## config.mk

```make
export PLATFORM = sky130hd
export DESIGN_NAME = ps2_scan_rx
export DESIGN_NICKNAME = d
export VERILOG_FILES = /design/src/rtl/ps2_scan_rx.sv
export SDC_FILE = /design/constraint.sdc
export NUM_CORES = 1
export LEC_CHECK = 0
export BUFFER_PORTS_ARGS = -buffer_cell sky130_fd_sc_hd__buf_2
export CAP_MARGIN = 20
export CORE_MARGIN = 10
export CORE_UTILIZATION = 54
export CTS_CLUSTER_DIAMETER = 40
export DETAILED_ROUTE_END_ITERATION = 8
export PLACE_DENSITY = 0.8
export SLEW_MARGIN = 20
export SYNTH_ARGS = -nofsm -noshare
export SYNTH_HDL_FRONTEND = slang
export SYNTH_SLANG_ARGS = --single-unit
```

## constraint.sdc

```tcl
create_clock -name clk -period 2.2 [get_ports clk]
set_clock_uncertainty 0.1 [all_clocks]
set_input_delay 0.22 -clock clk [delete_from_list [all_inputs] [get_ports clk]]
set_output_delay 0.22 -clock clk [all_outputs]
set_load 0.1 [all_outputs]
```

## src/rtl/ps2_scan_rx.sv

```systemverilog
// -----------------------------------------------------------------------------
// ps2_scan_rx
//
// PS/2 keyboard receive front end. Synchronises and glitch-filters the raw
// ps2_clk / ps2_data pins, deframes 11-bit PS/2 frames (start, 8 data bits
// LSB-first, odd parity, stop) and strips the E0 (extended) and F0 (break)
// prefixes so that only make codes reach the scan-code-to-ASCII stage.
//
// Parameters
//   SYNC_STAGES  flip-flop depth of each input synchroniser (>= 2)
//   FILTER_LEN   consecutive identical synchronised ps2_clk samples needed
//                before the filtered clock level changes
//   TIMEOUT      clk cycles without a filtered falling edge before a partial
//                frame is abandoned
//
// Ports
//   clk         in   system clock
//   rst_n       in   asynchronous active-low reset
//   ps2_clk     in   raw PS/2 clock pin (asynchronous)
//   ps2_data    in   raw PS/2 data pin (asynchronous)
//   scan_code   out  last accepted make code, held until the next one
//   extended    out  scan_code was preceded by E0; updates with scan_code
//   code_valid  out  one-cycle pulse when scan_code / extended update
//   frame_err   out  one-cycle pulse on parity, stop-bit or timeout error
// -----------------------------------------------------------------------------
module ps2_scan_rx #(
  parameter int SYNC_STAGES = 2,
  parameter int FILTER_LEN  = 4,
  parameter int TIMEOUT     = 100000
) (
  input  logic       clk,
  input  logic       rst_n,
  input  logic       ps2_clk,
  input  logic       ps2_data,
  output logic [7:0] scan_code,
  output logic       extended,
  output logic       code_valid,
  output logic       frame_err
);

  localparam int FCW = $clog2(FILTER_LEN + 1);
  localparam int TCW = $clog2(TIMEOUT);

  localparam logic [7:0] PREFIX_EXT = 8'hE0;
  localparam logic [7:0] PREFIX_BRK = 8'hF0;

  typedef enum logic [1:0] {
    IDLE,
    DATA,
    PARITY,
    STOP
  } state_t;

  // ---------------------------------------------------------------------------
  // Input synchronisers. Both idle high so that a reset never looks like a
  // falling clock edge or a start bit.
  // ---------------------------------------------------------------------------
  logic [SYNC_STAGES-1:0] clk_sync;
  logic [SYNC_STAGES-1:0] data_sync;
  logic                   clk_s;
  logic                   data_s;

  // NOTE: sequential state is always assigned with <= so every register
  // samples the pre-edge value of its inputs regardless of statement order.
  always_ff @(posedge clk or negedge rst_n) begin
    if (!rst_n) begin
      clk_sync  <= '1;
      data_sync <= '1;
    end else begin
      clk_sync  <= {clk_sync[SYNC_STAGES-2:0], ps2_clk};
      data_sync <= {data_sync[SYNC_STAGES-2:0], ps2_data};
    end
  end

  assign clk_s  = clk_sync[SYNC_STAGES-1];
  assign data_s = data_sync[SYNC_STAGES-1];

  // ---------------------------------------------------------------------------
  // Clock glitch filter. filt_cnt counts consecutive samples that disagree
  // with the filtered level; any agreeing sample restarts the count, so a
  // pulse shorter than FILTER_LEN cycles never reaches filt_clk.
  // fall is registered alongside the flip, so it is high exactly in the first
  // cycle that filt_clk reads 0.
  // ---------------------------------------------------------------------------
  logic           filt_clk;
  logic [FCW-1:0] filt_cnt;
  logic           fall;

  always_ff @(posedge clk or negedge rst_n) begin
    if (!rst_n) begin
      filt_clk <= 1'b1;
      filt_cnt <= '0;
      fall     <= 1'b0;
    end else begin
      fall <= 1'b0;
      if (clk_s != filt_clk) begin
        if (filt_cnt == FCW'(FILTER_LEN - 1)) begin
          filt_clk <= clk_s;
          filt_cnt <= '0;
          // Current level 1 means this flip is a 1->0 transition.
          fall     <= filt_clk;
        end else begin
          filt_cnt <= filt_cnt + 1'b1;
        end
      end else begin
        filt_cnt <= '0;
      end
    end
  end

  // ---------------------------------------------------------------------------
  // Deframe FSM
  // ---------------------------------------------------------------------------
  state_t         state;
  state_t         state_next;
  logic [2:0]     bit_cnt;
  logic [7:0]     shift;
  logic           par_bit;
  logic [TCW-1:0] to_cnt;
  logic           timeout;
  logic           advance;
  logic           byte_rdy;
  logic           bad_frame;

  always_ff @(posedge clk or negedge rst_n) begin
    if (!rst_n) begin
      state <= IDLE;
    end else begin
      state <= state_next;
    end
  end

  // NOTE: every output of this block gets a default before the case so no
  // path leaves a signal unassigned, which would otherwise infer a latch.
  always_comb begin
    state_next = state;
    byte_rdy   = 1'b0;
    bad_frame  = 1'b0;
    timeout    = (state != IDLE) && (to_cnt == TCW'(TIMEOUT - 1));
    advance    = fall && !timeout;

    if (timeout) begin
      state_next = IDLE;
    end else if (fall) begin
      unique case (state)
        IDLE: begin
          // A high data line on an edge is a spurious clock, not a start bit.
          if (!data_s) state_next = DATA;
        end
        DATA: begin
          if (bit_cnt == 3'd7) state_next = PARITY;
        end
        PARITY: begin
          state_next = STOP;
        end
        STOP: begin
          state_next = IDLE;
          // Odd parity: the 8 data bits plus the parity bit hold an odd
          // number of ones, so their XOR reduction is 1.
          if (data_s && (^{shift, par_bit})) byte_rdy  = 1'b1;
          else                               bad_frame = 1'b1;
        end
        default: state_next = IDLE;
      endcase
    end
  end

  // Frame datapath: shift register, bit counter and parity capture.
  always_ff @(posedge clk or negedge rst_n) begin
    if (!rst_n) begin
      bit_cnt <= '0;
      shift   <= '0;
      par_bit <= 1'b0;
    end else if (advance) begin
      unique case (state)
        IDLE:    bit_cnt <= '0;
        DATA: begin
          shift   <= {data_s, shift[7:1]};
          bit_cnt <= bit_cnt + 1'b1;
        end
        PARITY:  par_bit <= data_s;
        default: ;
      endcase
    end
  end

  // Stall watchdog: runs only while a frame is in progress.
  always_ff @(posedge clk or negedge rst_n) begin
    if (!rst_n) begin
      to_cnt <= '0;
    end else if (fall || (state == IDLE)) begin
      to_cnt <= '0;
    end else begin
      to_cnt <= to_cnt + 1'b1;
    end
  end

  // ---------------------------------------------------------------------------
  // Prefix decode and registered outputs. An error (bad frame or stall)
  // wipes any pending prefix so the next code cannot inherit it.
  // ---------------------------------------------------------------------------
  logic ext_flag;
  logic brk_flag;

  always_ff @(posedge clk or negedge rst_n) begin
    if (!rst_n) begin
      ext_flag   <= 1'b0;
      brk_flag   <= 1'b0;
      scan_code  <= 8'h00;
      extended   <= 1'b0;
      code_valid <= 1'b0;
      frame_err  <= 1'b0;
    end else begin
      code_valid <= 1'b0;
      frame_err  <= 1'b0;
      if (timeout || bad_frame) begin
        frame_err <= 1'b1;
        ext_flag  <= 1'b0;
        brk_flag  <= 1'b0;
      end else if (byte_rdy) begin
        if (shift == PREFIX_EXT) begin
          ext_flag <= 1'b1;
        end else if (shift == PREFIX_BRK) begin
          brk_flag <= 1'b1;
        end else if (brk_flag) begin
          // Key release: swallow the code and forget both prefixes.
          ext_flag <= 1'b0;
          brk_flag <= 1'b0;
        end else begin
          scan_code  <= shift;
          extended   <= ext_flag;
          code_valid <= 1'b1;
          ext_flag   <= 1'b0;
          brk_flag   <= 1'b0;
        end
      end
    end
  end

endmodule

```

Yosys cells after proc, flatten, opt, wreduce, memory -nomap -nowiden
Index checks and enable logic that the tools add are counted.
{ "word_totals": {"elab_cells": 89, "register_bits": 53, "in_bits": 4, "output_inout_bits": 11} }
{ "classes": {"reduce_logical": 20, "bitwise_logic": 4, "eq_ne": 13, "n_mux": 33, "n_addsub": 3} }
{ "op_table": {"columns": ["op", "n"], "rows": [
  ["$mux 1", 24],
  ["$add 17x1->17 const B", 1],
  ["$eq 17x17->1 const B", 1],
  ["$mux 17", 1],
  ["$eq 8x8->1 const B", 2],
  ["$reduce_and 2->1", 6],
  ["$ne 3x3->1 const B", 3],
  ["$reduce_xor 9->1", 1],
  ["$mux 2", 4],
  ["$pmux 2 s4", 1],
  ["$reduce_bool 2->1", 4],
  ["$add 3x1->3 const B", 2],
  ["$mux 3", 2],
  ["$pmux 3 s2", 1],
  ["$reduce_and 5->1", 1],
  ["$eq 2x2->1 const B", 2],
  ["$not 1->1", 4],
  ["$eq 3x2->1 const B", 1],
  ["$eq 3x3->1 const B", 1],
  ["$logic_and 1x1->1", 3],
  ["$reduce_and 3->1", 1],
  ["$eq 2x1->1 const B", 1],
  ["$logic_not 2->1", 1],
  ["$logic_or 1x1->1", 2],
  ["other kinds (3)", 3]
]} }

Longest topological paths before layout
{ "logic_depth": {"ltp_word": 9, "depth_mapped": 8, "depth_no_buf": 7} }

Worst setup path before layout
Ideal clock, no wire load.
{ "synth_path": {"path_type": "reg2reg", "from": "register state[0]", "to": "register shift[5]", "path_stages_with_launch": 8, "slack_ns": 0.013, "setup_ns": 0.125, "arrival_time_ns": 1.962, "period_less_slack_ns": 2.187, "path_buffers": 1, "cell_sequence": "dfrtp_1 > inv_1 > ha_1 > nor4b_1 > nand3b_1 > o311ai_4 > buf_6 > mux2_2"} }
{ "synth_via": {"elab_chain_len": 5, "word_cells_on_any_way": 6, "cone_classes": "eq/ne (1); reduce/logical (5)"} }
{ "synth_rtl": {"columns": ["item", "line", "source"], "rows": [
  ["from (decl)", "114", "state_t state;"],
  ["from (signal assigned)", "129", "state <= state_next;"],
  ["$reduce_bool 2->1", "139", "timeout = (state != IDLE) && (to_cnt == TCW'(TIMEOUT - 1));"],
  ["$logic_and 1x1->1", "139", null],
  ["$logic_not 1->1", "140", "advance = fall && !timeout;"],
  ["$logic_and 1x1->1", "140", null],
  ["$reduce_and 2->1 (no source line) *", null, null],
  ["to (signal assigned)", "178", "shift <= {data_s, shift[7:1]};"],
  ["to (decl)", "117", "logic [7:0] shift;"]
]} }
Mark *: on every way between the ends. The rest lies on a longest branch, timed or not.
A chain may end at the register's enable or synchronous reset.

Worst setup path in the final report
{ "layout_path": {"from": "register state[0]", "to": "register shift[2]"} }
The elaborated chain is that of the path after synthesis.

==> impl_metrics.prom <==
# TYPE chip_impl_metric gauge
chip_impl_info{name="outcome",value="finished clean"} 1
chip_impl_info{name="synth_flop_cell",value="sky130_fd_sc_hd__dfrtp_1"} 1
chip_impl_metric{name="yosys.area_share.xor_xnor",unit="%"} 8.86
chip_impl_info{name="synth_top_cells_by_area",value="sky130_fd_sc_hd__dfrtp_1, sky130_fd_sc_hd__mux2_2, sky130_fd_sc_hd__dfstp_2"} 1
chip_impl_metric{name="wl_per_cell",unit="um"} 14.1
chip_impl_metric{name="syn-instance-count",unit=""} 204
chip_impl_metric{name="first_global_vias",unit=""} 1579
chip_impl_metric{name="floorplan.die_area",unit="um2"} 7550
chip_impl_metric{name="grt_pass1_wl",unit="mm"} 6.78
chip_impl_metric{name="cellLeakagePower",unit="nW"} 1.40
chip_impl_metric{name="placementRows",unit=""} 24
chip_impl_metric{name="synth.cell_area",unit="um2"} 2410
chip_impl_metric{name="total_power",unit="W"} 0.00202
chip_impl_metric{name="grt_start_max_net_pins",unit=""} 30
chip_impl_metric{name="synth-edff-count",unit=""} 0
chip_impl_metric{name="chipHeight",unit="um"} 86.9
chip_impl_metric{name="fmaxAchievable",unit="MHz"} 456
chip_impl_metric{name="setup_viol_count_final",unit=""} 0
chip_impl_metric{name="grt_overflow",unit=""} 0
chip_impl_metric{name="finalWirelength",unit="mm"} 4.23
chip_impl_metric{name="cts.sinks",unit=""} 53
chip_impl_metric{name="global_route.usage.met2",unit="%"} 18.7
chip_impl_metric{name="worst_skew_pair.late_latency",unit="ns"} 0.31
chip_impl_metric{name="io_pins",unit=""} 15
chip_impl_metric{name="die_w",unit="um"} 86.9
chip_impl_metric{name="tritoncts.num_buffers",unit=""} 5
chip_impl_info{name="yosysTopAreaCell",value="sky130_fd_sc_hd__dfrtp_1"} 1
chip_impl_metric{name="async_set_or_reset_flop_fraction_in_the_synthesized_netlist",unit="%"} 100
chip_impl_metric{name="core-area",unit="um2"} 4350
chip_impl_metric{name="cts_max_level",unit=""} 2
chip_impl_metric{name="numPortBuffers",unit=""} 14
chip_impl_info{name="grt_setup_unrepaired",value="true"} 1
chip_impl_info{name="gr-max-usage-layer",value="met2"} 1
chip_impl_metric{name="postPlaceCellArea",unit="um2"} 2680
chip_impl_metric{name="grt_antenna_before_repair",unit=""} 0
chip_impl_metric{name="p_per_area",unit="nW/um2"} 694
chip_impl_metric{name="cp.arrival",unit="ns"} 2.30
chip_impl_info{name="cts_root_buffer",value="sky130_fd_sc_hd__clkbuf_8"} 1
chip_impl_metric{name="post-synth-top-area-fraction",unit="%"} 49.7
chip_impl_metric{name="initialDrtViolationCount",unit=""} 68
chip_impl_metric{name="drive_gt1_share",unit="%"} 31.9
chip_impl_metric{name="antenna_violating_nets_post_route",unit=""} 0
chip_impl_metric{name="clkPwrFrac",unit="%"} 27.7
chip_impl_metric{name="routed-via-count",unit=""} 1609
chip_impl_info{name="layout_common_cells",value="sky130_fd_sc_hd__dfrtp_1, sky130_fd_sc_hd__nor2_1, sky130_fd_sc_hd__buf_4, sky130_fd_sc_hd__mux2_2, sky130_fd_sc_hd__nand2_1"} 1
chip_impl_metric{name="yosys.cell_types.count",unit=""} 36
chip_impl_metric{name="postSynthNetCount",unit=""} 216
chip_impl_metric{name="drv.max_cap_violation_count",unit=""} 0
chip_impl_metric{name="synth_fa_ha_area_share",unit="%"} 4.15
chip_impl_metric{name="antenna_cells",unit=""} 0
chip_impl_metric{name="placed_cells_incl_taps",unit=""} 284
chip_impl_metric{name="hpwlAfterDp",unit="mm"} 2.91
chip_impl_metric{name="power.sequential.fraction",unit="%"} 53.5
chip_impl_metric{name="drc_errors",unit=""} 0
chip_impl_metric{name="final.min_clock_period",unit="ns"} 2.19
chip_impl_info{name="min_path_type",value="reg -> reg"} 1
chip_impl_metric{name="post_synthesis_register_bit_count",unit=""} 53
chip_impl_metric{name="p_sw",unit="W"} 0.000571
chip_impl_metric{name="clkSlewWorstSetupHoldPaths",unit="ns"} 0.10
chip_impl_info{name="setup.worst_path.class",value="reg -> reg"} 1
chip_impl_metric{name="syn_avg_cell_area",unit="um2"} 11.8
chip_impl_info{name="leading_cell_type_in_the_layout_fill_and_taps_excluded",value="sky130_fd_sc_hd__dfrtp_1"} 1
chip_impl_metric{name="nets_finish",unit=""} 259
chip_impl_metric{name="maximum_resistive_drop_on_vdd",unit="mV"} 0.536
chip_impl_metric{name="sequential_area_share_after_synthesis",unit="%"} 55.2
chip_impl_metric{name="drtPass1Iterations",unit=""} 5
chip_impl_info{name="tritoncts_clock_tree",value="built"} 1
chip_impl_metric{name="initial_utilization",unit="%"} 55.5
chip_impl_metric{name="post_synth_mux_area_share",unit="%"} 8.81
chip_impl_metric{name="flow.area_growth_from_synthesis",unit="%"} 20.3
chip_impl_info{name="cp-start-kind",value="flop"} 1
chip_impl_metric{name="use_met3",unit="%"} 3.37
chip_impl_metric{name="compound_gate_portion_of_the_synthesized_area",unit="%"} 4.15
chip_impl_metric{name="vias_per_cell",unit=""} 5.36
chip_impl_metric{name="comb_power_share",unit="%"} 18.8
chip_impl_info{name="endpoint_kind",value="flop"} 1
chip_impl_metric{name="number_of_hold_slack_violations_in_the_final_timing_report",unit=""} 0
chip_impl_metric{name="finalMaxSlewViolations",unit=""} 0
chip_impl_metric{name="ys.warnings.count",unit=""} 0
chip_impl_metric{name="final_design_area_no_fill",unit="um2"} 2900
chip_impl_metric{name="power_report.internal_total",unit="W"} 0.00145
chip_impl_metric{name="path_max_fanout",unit=""} 8
chip_impl_metric{name="cp_data_required_time",unit="ns"} 2.30
chip_impl_metric{name="clk_path_buf_depth",unit=""} 2
chip_impl_metric{name="worst_slew_pin_slew",unit="ns"} 0.586
chip_impl_metric{name="maxSlewHeadroom",unit="%"} 60.9
chip_impl_metric{name="synth-simple-area-share",unit="%"} 16.7
chip_impl_metric{name="routabilityCongestion",unit=""} 0.793
chip_impl_metric{name="post_layout_nonfiller_instances",unit=""} 300
chip_impl_metric{name="totalNegativeSetupSlack",unit="ns"} 0
chip_impl_metric{name="period_share",unit="%"} 99.7
chip_impl_info{name="synth_top_family_by_area",value="simple AND/OR/NAND/NOR gates"} 1
chip_impl_metric{name="power.switching_fraction",unit="%"} 28.3
chip_impl_metric{name="global_route_usage_over_all_layers",unit="%"} 10.9
chip_impl_metric{name="use_met1",unit="%"} 12.8
[metrics by stage]
step                hold WS (ns)  worst slack, ns  utilization [%]
CTS                        0.261          0.00748             64.7
global route               0.266          -0.0674             66.7
detailed placement         0.154          0.00711             61.6
finish                     0.259          0.00552             66.7
floorplan                 -0.176           0.0134                -
global placement           0.147           0.0703             61.6
[final timing paths]
kind | cells after the start | slack (ns) | endpoint | start
worst max-delay path | 8 | 0.006 | shift[2] | state[0]
worst min-delay path | 0 | 0.26 | clk_sync[1] | clk_sync[0]
worst max register to register | 8 | 0.006 | shift[2] | state[0]
worst min register to register | 0 | 0.26 | clk_sync[1] | clk_sync[0]
max in group asynchronous | 3 | 1.11 | filt_cnt[1] | rst_n
min in group asynchronous | 2 | 0.35 | state[1] | rst_n
[flip-flops by register name, indices dropped and copies added (netlist names)]
name	cells
bit_cnt	3
brk_flag	1
clk_sync	2
code_valid	1
data_sync	2
ext_flag	1
extended	1
fall	1
filt_clk	1
filt_cnt	3
frame_err	1
par_bit	1
scan_code	8
shift	8
state	2
to_cnt	17
[logic make-up after synthesis]
family | count (synthesis)
muxes | 19
and+or+nand+nor | 77
adders and majority gates | 8
xor gates and xnor gates | 22
DFF | 53
AOI/OAI and AO/OA | 13
buffers and inverters | 12
[worst max-delay path, cell delays in order (launching register included)]
cell and delay [ns]:
sky130_fd_sc_hd__dfrtp_1 0.37, sky130_fd_sc_hd__inv_2 0.06, sky130_fd_sc_hd__ha_4 0.17, sky130_fd_sc_hd__nor4b_4 0.24, sky130_fd_sc_hd__nand3b_1 0.15, sky130_fd_sc_hd__buf_6 0.15, sky130_fd_sc_hd__o311ai_4 0.34, sky130_fd_sc_hd__buf_12 0.17
sky130_fd_sc_hd__mux2_2 0.33
[Yosys cell counts, types with 2 or more instances]
library cell and n:
sky130_fd_sc_hd__clkbuf_1 2, sky130_fd_sc_hd__nand4_1 3, sky130_fd_sc_hd__xor2_1 8, sky130_fd_sc_hd__a21o_1 2, sky130_fd_sc_hd__nor4_1 5, sky130_fd_sc_hd__or2_2 3
sky130_fd_sc_hd__dfstp_2 5, sky130_fd_sc_hd__nand2_1 15, sky130_fd_sc_hd__ha_1 8, sky130_fd_sc_hd__nand3_1 10, sky130_fd_sc_hd__nor3_1 9, sky130_fd_sc_hd__o21ai_0 5
sky130_fd_sc_hd__nor2_1 20, sky130_fd_sc_hd__xnor2_1 12, sky130_fd_sc_hd__a31oi_1 2, sky130_fd_sc_hd__mux2_2 18, sky130_fd_sc_hd__nor3b_1 2, sky130_fd_sc_hd__inv_1 9
sky130_fd_sc_hd__and4_1 2, sky130_fd_sc_hd__dfrtp_1 48
[power groups by stage]
stage	clock (W)	combinational (W)	sequential [W]
final	0.000559	0.000379	0.00108
after global routing	0.000610	0.000427	0.00109
after CTS	0.000583	0.000335	0.00108
after detailed placement	0	0.000330	0.00110
after global placement	0	0.000326	0.00109
after floorplan	0	0.000216	0.00109
[routing by layer]
layer	wire (um)	share of wire [%]	vias to the layer above
met5	0	0	-
met1	1840	43	783
met3	181	4.3	9
li1	-	-	785
met4	50	1.2	0
met2	2160	51	32
[area by class of cell]
cell class | count | area, um2
well taps | 52 | 65.1
flip-flops and latches | 53 | 1330
clock inverters | 3 | 25.0
fillers | 321 | 1450
inverters | 9 | 33.8
repair buffers | 39 | 312
multi-input cells | 139 | 1070
clock buffers | 5 | 68.8
[timing repair]
| action | in CTS | in global routing |
|---|---|---|
| hold endpoints to repair | 21 | 0 |
| resized for setup | 0 | 10 |
| pin swaps | 1 | 4 |
| hold buffers | 3 | 0 |
| endpoints found under the setup margin | 1 | 17 |
| setup buffers | 1 | 3 |
| cloned | 0 | 1 |
No activity file was read; power rests on OpenSTA's default activity.
